File: src/rtl/lru_arb_pkg.sv
// Shared types and defaults for the LRU arbiter requester agent.
package lru_arb_pkg;

    localparam int unsigned DATA_W_DEF = 32;
    localparam int unsigned LEN_W_DEF  = 4;

    typedef enum logic [1:0] {
        IDLE = 2'd0,
        REQ  = 2'd1,
        XFER = 2'd2,
        REL  = 2'd3
    } state_e;

    // Burst length field encodes beats minus one.
    function automatic int unsigned beats_from_len(input int unsigned len);
        return len + 1;
    endfunction

    localparam int unsigned MAX_BEATS_DEF = beats_from_len((1 << LEN_W_DEF) - 1);

endpackage

File: src/rtl/lru_arb_req_fifo.sv
// Command FIFO for the requester: DEPTH entries of WIDTH bits with occupancy count.
module lru_arb_req_fifo #(
    parameter int unsigned DEPTH = 4,
    parameter int unsigned WIDTH = 4
) (
    input  logic                   clk,
    input  logic                   rst,
    input  logic                   push,
    input  logic [WIDTH-1:0]       wr_data,
    input  logic                   pop,
    output logic [WIDTH-1:0]       rd_data,
    output logic [$clog2(DEPTH):0] count,
    output logic                   ready
);

    localparam int unsigned AW = $clog2(DEPTH);
    localparam int unsigned CW = AW + 1;

    logic [WIDTH-1:0] mem [DEPTH];
    logic [AW-1:0]    wr_ptr;
    logic [AW-1:0]    rd_ptr;
    logic             do_push;
    logic             do_pop;

    // Full refuses pushes, even when a pop happens in the same cycle.
    assign ready   = (count != CW'(DEPTH));
    assign do_push = push & ready;
    assign do_pop  = pop & (count != '0);
    assign rd_data = mem[rd_ptr];

    always_ff @(posedge clk or posedge rst) begin
        if (rst) begin
            wr_ptr <= '0;
            rd_ptr <= '0;
            count  <= '0;
        end else begin
            if (do_push) wr_ptr <= wr_ptr + AW'(1);
            if (do_pop)  rd_ptr <= rd_ptr + AW'(1);
            count <= count + CW'(do_push) - CW'(do_pop);
        end
    end

    // Storage needs no reset; occupancy is tracked by count.
    always_ff @(posedge clk) begin
        if (do_push) mem[wr_ptr] <= wr_data;
    end

endmodule

File: src/rtl/lru_arb_requester.sv
// Requester agent: queues bursts, requests the arbiter, holds busy and forwards
// beats onto the shared bus while it owns the resource.
module lru_arb_requester
    import lru_arb_pkg::*;
#(
    parameter int unsigned DATA_W = DATA_W_DEF,
    parameter int unsigned LEN_W  = LEN_W_DEF,
    parameter int unsigned DEPTH  = 4
) (
    input  logic                   clk,
    input  logic                   rst,
    input  logic                   cmd_valid,
    output logic                   cmd_ready,
    input  logic [LEN_W-1:0]       cmd_len,
    output logic [$clog2(DEPTH):0] cmd_count,
    output logic                   req,
    input  logic                   gnt,
    output logic                   busy,
    input  logic                   src_valid,
    output logic                   src_ready,
    input  logic [DATA_W-1:0]      src_data,
    output logic                   bus_valid,
    input  logic                   bus_ready,
    output logic [DATA_W-1:0]      bus_data,
    output logic                   bus_last
);

    state_e           state;
    state_e           state_nxt;
    logic [LEN_W-1:0] beat_cnt;
    logic [LEN_W-1:0] head_len;
    logic             pop;
    logic             beat_done;

    lru_arb_req_fifo #(
        .DEPTH (DEPTH),
        .WIDTH (LEN_W)
    ) u_fifo (
        .clk     (clk),
        .rst     (rst),
        .push    (cmd_valid),
        .wr_data (cmd_len),
        .pop     (pop),
        .rd_data (head_len),
        .count   (cmd_count),
        .ready   (cmd_ready)
    );

    always_ff @(posedge clk or posedge rst) begin
        if (rst) state <= IDLE;
        else     state <= state_nxt;
    end

    // Next state plus the bus pass-through, which is only open in XFER.
    always_comb begin
        state_nxt = state;
        pop       = 1'b0;
        beat_done = 1'b0;
        bus_valid = 1'b0;
        bus_last  = 1'b0;
        bus_data  = '0;
        src_ready = 1'b0;
        case (state)
            IDLE: begin
                if (cmd_count != '0) state_nxt = REQ;
            end
            REQ: begin
                if (gnt) begin
                    pop       = 1'b1;
                    state_nxt = XFER;
                end
            end
            XFER: begin
                bus_valid = src_valid;
                src_ready = bus_ready;
                bus_data  = src_data;
                bus_last  = (beat_cnt == '0);
                beat_done = src_valid & bus_ready;
                if (beat_done && bus_last) state_nxt = REL;
            end
            REL: begin
                state_nxt = IDLE;
            end
            default: state_nxt = IDLE;
        endcase
    end

    // req/busy registered from the next state; beat counter loads on grant.
    always_ff @(posedge clk or posedge rst) begin
        if (rst) begin
            req      <= 1'b0;
            busy     <= 1'b0;
            beat_cnt <= '0;
        end else begin
            req  <= (state_nxt == REQ);
            busy <= (state_nxt == XFER);
            if (pop)
                beat_cnt <= head_len;
            else if (beat_done && !bus_last)
                beat_cnt <= beat_cnt - LEN_W'(1);
        end
    end

endmodule

File: config.mk
export PLATFORM = sky130hd
export DESIGN_NAME = lru_arb_requester
export DESIGN_NICKNAME = d
export VERILOG_FILES = /design/src/rtl/lru_arb_pkg.sv /design/src/rtl/lru_arb_req_fifo.sv /design/src/rtl/lru_arb_requester.sv
export SDC_FILE = /design/constraint.sdc
export NUM_CORES = 1
export LEC_CHECK = 0
export ABC_AREA = 1
export CAP_MARGIN = 10
export CORE_AREA = 10 10 69 83
export CTS_CLUSTER_DIAMETER = 50
export CTS_CLUSTER_SIZE = 25
export DETAILED_ROUTE_END_ITERATION = 7
export DIE_AREA = 0 0 79 93
export GPL_ROUTABILITY_DRIVEN = 1
export GPL_TIMING_DRIVEN = 0
export HOLD_SLACK_MARGIN = 0.15
export PLACE_DENSITY_LB_ADDON = 0.3
export SLEW_MARGIN = 5
export SYNTH_ARGS = -nofsm -noshare
export SYNTH_HDL_FRONTEND = slang
export SYNTH_SLANG_ARGS = --single-unit
export TNS_END_PERCENT = 5
File: constraint.sdc
create_clock -name clk -period 5.3 [get_ports clk]
set_input_delay 1.06 -clock clk [delete_from_list [all_inputs] [get_ports clk]]
set_output_delay 1.06 -clock clk [all_outputs]
set_load 0.05 [all_outputs]
# [Yosys cells after proc, flatten, opt, wreduce, memory -nomap -nowiden]
# Memory sizes are Yosys's and may differ from the RTL's.
# Index checks and enable logic that the tools add are counted.
# Widths: inputs -> output; s select.
[op_classes] n_addsub=5 n_eq_ne=6 muxes=15 bitwise=3 reduce_logical=7
[ops] op="$mux 32" count=1
[ops] op="$mux 1" count=8
[ops] op="$mux 4" count=2
[ops] op="$pmux 2 s4" count=1
[ops] op="$eq 2x2->1 const B" count=3
[ops] op="$mux 2" count=3
[ops] op="$add 2x1->2 const B" count=2
[ops] op="$eq 2x1->1 const B" count=2
[ops] op="$logic_not 4->1" count=1
[ops] op="$sub 4x1->4 const B" count=1
[ops] op="$add 3x1->3" count=1
[ops] op="$and 1x1->1" count=3
[ops] op="$ne 3x3->1 const B" count=1
[ops] op="$reduce_bool 3->1" count=1
[ops] op="$sub 3x1->3" count=1
[ops] op="$logic_and 1x1->1" count=2
[ops] op="$logic_not 2->1" count=1
[ops] op="$reduce_bool 2->1" count=1
[ops] op="$logic_not 1->1" count=1
[word_totals] ff_bits=15 mem_bits_rw=16 n_memories=1
[mem_list] name="u_fifo.mem" depth=4 width=4 rd=1 rd_ports_with_merged_regs=0 wr=1 line="lru_arb_req_fifo.sv:19" text="logic [WIDTH-1:0] mem [DEPTH];"

# [Longest topological paths before layout]
[depth] ltp_word=6 depth_mapped=10 depth_no_buf=10

# [Cells and area by module]
# Synthesis repeated with hierarchy kept, for this count alone.
[unflattened] hier_cells=248 area_unflattened_um2=1844.3
[by_module_without_submodules] mod="lru_arb_req_fifo" n_inst=1 cells_per_inst=109 area_each_um2=1081.0 seq_area_each_um2=655.6
[by_module_without_submodules] mod="lru_arb_requester" n_inst=1 cells_per_inst=139 area_each_um2=763.2 seq_area_each_um2=200.2

# [Worst setup path before layout]
# No wires, ideal clock.
[synth_timing] kind="input -> output" startpoint="in src_data[0]" endpoint="out bus_data[0]" arrival_ps=1738 slack_ps=2502 path_stages=2 n_path_buf=0 cell_sequence="inv_1 -> nor2_1"
[synth_via] elab_chain_len=1
[synth_lines] element="start: declaration" line="lru_arb_requester.sv:21" text="input logic [DATA_W-1:0] src_data,"
[synth_lines] element="$mux 32" line="lru_arb_requester.sv:63" text="case (state)"
[synth_lines] element="end: declaration" line="lru_arb_requester.sv:24" text="output logic [DATA_W-1:0] bus_data,"
# No other way between the ends.

# [Worst setup path after layout]
[layout_timing] startpoint="in src_data[10]" endpoint="out bus_data[10]"
# The elaborated chain is that of the path after synthesis.

==> impl_summary.txt <==
----------------------------------------------------
[Run status]
  Run status ... finished clean

[Layout]
  Ratio of cells with drive above 1 in the final layout ... 0.0813
  Final-stage net count ... 370
  Highest-count cells in the layout ignoring fill and taps ... sky130_fd_sc_hd__clkdlybuf4s50_1 (82), sky130_fd_sc_hd__inv_1 (60), sky130_fd_sc_hd__nor2_1 (51), sky130_fd_sc_hd__nand2_1 (32), sky130_fd_sc_hd__nand3_1 (18)
  Layout Area Growth over Synthesis ... 54.1%
  Antenna Cells ... 0
  Most common cell after layout, fill and taps aside ... sky130_fd_sc_hd__clkdlybuf4s50_1
  Cell Count, Final, Fillers Out ... 376
  Number of fillers in the final layout ... 370

[STA]
  Final setup skew ... 4.17 ps
  Maximum operating frequency ... 0.281 GHz
  Hold violation total from the final report ... 0
  Slew at the pin closest to its max-slew limit ... 586 ps
  Setup repair after global routing missed its margin ... false
  Final number of setup-violating endpoints ... 0
  Clock period minus worst slack ... 3560 ps
  Rel. slew slack ... 0.609
  Setup TNS ... 0 ps
  Max-slew violations ... 0
  Period utilization ... 0.672

[Clock network]
  Clk slew on worst S/H paths ... 60 ps
  Post-CTS sizing ... 0
  CTS HTree Levels ... 2
  Bufs on Longest Clock Path ... 2
  Library cell used as clock root buffer ... sky130_fd_sc_hd__clkbuf_8
  CTS tree ... done
  Clock Latency Late Sink ... 290 ps
  Number of buffers inserted for hold repair after clock tree synthesis ... 0
  Sink Count ... 31
  Number of buffers inserted during clock tree synthesis ... 5
  Buffers inserted during post-CTS setup optimization ... 0

[Critical path]
  Required time of the critical path ... 4240 ps
  Most frequent CP cell ... sky130_fd_sc_hd__clkdlybuf4s50_1
  Delay of the slowest cell on the worst path ... 820 ps
  Worst setup EP type ... primary output
  Cells along the critical path ... clkdlybuf4s50_1 > inv_1 > nor2_1 > clkdlybuf4s50_1
  Setup Crit Path Kind ... in -> out
  CP max FO ... 1
  Slowest cell on the critical path ... sky130_fd_sc_hd__clkdlybuf4s50_1
  CP arrival ... 2500 ps
  Setup crit start kind ... input pin
  Reg2Reg Depth ... 10

[Routing]
  Post-detailed-route via-to-cell ratio ... 4.34
  Number of design-rule violations left by the first detailed-router iteration ... 28
  Total number of vias ... 1,632
  DRC errors left ... 0
  Final antenna-violating net count ... 0
  Total wire length ... 4760 um
  First-pass DRT Iterations ... 4
  Post-detailed-route wirelength per cell ... 12.7 um

[Floorplanning]
  Area of the core region ... 0.00416 mm2
  Die footprint ... 0.00735 mm2
  Number of standard-cell rows in the floorplan ... 26
  Starting density of the core ... 0.435
  Number of placed I/O pins ... 83
  Die X ... 79 um
  Y dimension of the die ... 93 um

[Synthesis]
  Main synth FF type ... sky130_fd_sc_hd__edfxtp_1
  FF+latch count, synth ... 31
  Mapped Area ... 0.00181 mm2
  Share of async-settable or async-resettable flops after synthesis ... 0.484
  Mapped Avg Cell Area ... 7.87 um2
  EDFF count, synth ... 16
  Yosys warning count ... 0
  Net Count, Synth ... 281
  Count of different cell masters after synthesis ... 23
  Part of the Yosys area used for sequential elements ... 0.473
  Cell count after synthesis ... 230

[Global route]
  Vias in the first global route ... 1,641
  Number of antenna violations at the first check in global routing ... 0
  Gr usage total ... 0.132
  Largest net degree at the start of global routing ... 16
  Total grt overflow ... 0
  Wire length of the first global-routing pass ... 7720 um

[Flow run]
  Number of maximum-capacitance violations ... 0

[Placed design]
  Placed insts ... 368
  Gpl congestion ... 0.800
  Port Buffers ... 82
  Detailed placer's ending HPWL ... 4110 um

[Worst hold path]
  Instance count along the most critical hold path ... 2
  Hold Crit Class ... reg -> reg

[Power]
  LEAKAGE ... 1.36 nW
  Total power divided by cell area ... 520 mW/mm2
  Peak supply drop ... 471 uV

----------------------------------------------------
stage by stage:
stage / hold WS (ps) / util / worst slack, ps / total power [W] / instance area, um2
6_report: 515 / 0.670 / 1740 / 0.00145 / 2790
5_1_grt: 571 / 0.670 / 1660 / 0.00157 / 2790
4_1_cts: 524 / 0.670 / 1720 / 0.00147 / 2790
3_5_place_dp: 510 / 0.649 / 1720 / 0.00129 / 2700
3_3_place_gp: 496 / 0.649 / 1720 / 0.00126 / 2700
2_1_floorplan: 469 / - / 2500 / 0.00101 / 1810
state kept, by name (all words and copies together), names as in the netlist:
name,cells
u_fifo.count,3
u_fifo.wr_ptr,2
busy,1
req,1
u_fifo.rd_ptr,2
u_fifo.mem,16
beat_cnt,4
state,2
cell families after synthesis:
logic type	share of synthesized area
xor gates and xnor gates	0.0194
DFF	0.473
and+or+nand+nor	0.272
buffers and inverters	0.156
AOI/OAI and AO/OA	0.0138
adders and majority gates	0.0663
path summary, 6_finish.rpt:
| check | startpoint | slack [ps] | to |
|---|---|---|---|
| max in group asynchronous | rst | 3790 | beat_cnt[3]$_DFFE_PP0P_ |
| min in group asynchronous | rst | 1130 | req$_DFF_PP0_ |
| min | beat_cnt[3]$_DFFE_PP0P_ | 520 | beat_cnt[3]$_DFFE_PP0P_ |
| max reg2reg | u_fifo.count[1]$_DFF_PP0_ | 3360 | u_fifo.count[2]$_DFF_PP0_ |
| min reg2reg | beat_cnt[3]$_DFFE_PP0P_ | 520 | beat_cnt[3]$_DFFE_PP0P_ |
| max | src_data[10] | 1740 | bus_data[10] |
synth_stat cells (2+ instances only):
master / n / area (um2)
sky130_fd_sc_hd__inv_2: 3 / 11.3
sky130_fd_sc_hd__nand2_1: 32 / 120
sky130_fd_sc_hd__edfxtp_1: 16 / 480
sky130_fd_sc_hd__nand2_2: 6 / 37.5
sky130_fd_sc_hd__nor2_4: 2 / 22.5
sky130_fd_sc_hd__nand3_1: 18 / 90.1
sky130_fd_sc_hd__inv_1: 60 / 225
sky130_fd_sc_hd__xnor2_1: 2 / 17.5
sky130_fd_sc_hd__o21ai_1: 2 / 10.0
sky130_fd_sc_hd__xor2_1: 2 / 17.5
sky130_fd_sc_hd__ha_1: 8 / 100
sky130_fd_sc_hd__nor2_1: 51 / 191
sky130_fd_sc_hd__dfrtp_1: 15 / 375
sky130_fd_sc_hd__buf_6: 3 / 33.8
sky130_fd_sc_hd__o21ai_0: 2 / 10.0
layer usage:
layer | part of all wire | up-vias | track usage | wire (um)
li1 | - | 850 | - | -
met1 | 0.45 | 709 | 0.149 | 2140
met2 | 0.46 | 67 | 0.223 | 2190
met3 | 0.076 | 6 | 0.0450 | 361
met4 | 0.014 | 0 | 0.0494 | 69
met5 | 0 | - | 0 | 0
cell type report:
type / count / area, um2 / share of cell area
inverter: 63 / 236 / 0.0848
buffer: 5 / 46.3 / 0.0166
clock buffer: 5 / 68.8 / 0.0247
tap: 56 / 70.1 / 0.0251
multi-input combinational: 131 / 672 / 0.241
clock inverter: 3 / 20.0 / 0.00717
sequential: 31 / 856 / 0.307
timing repair buffer: 82 / 821 / 0.294
power by group:
part | internal, W | switching (W)
clock | 0.0000911 | 0.0000903
combinational | 0.000305 | 0.000568
sequential | 0.000339 | 0.0000581
total | 0.000735 | 0.000716
critical path: cells and delay by family:
family	cells	cell delay (ps)
AND/OR/NAND/NOR	1	100
buffers and inverters	3	1350
Power figures use the tool's default switching activity.
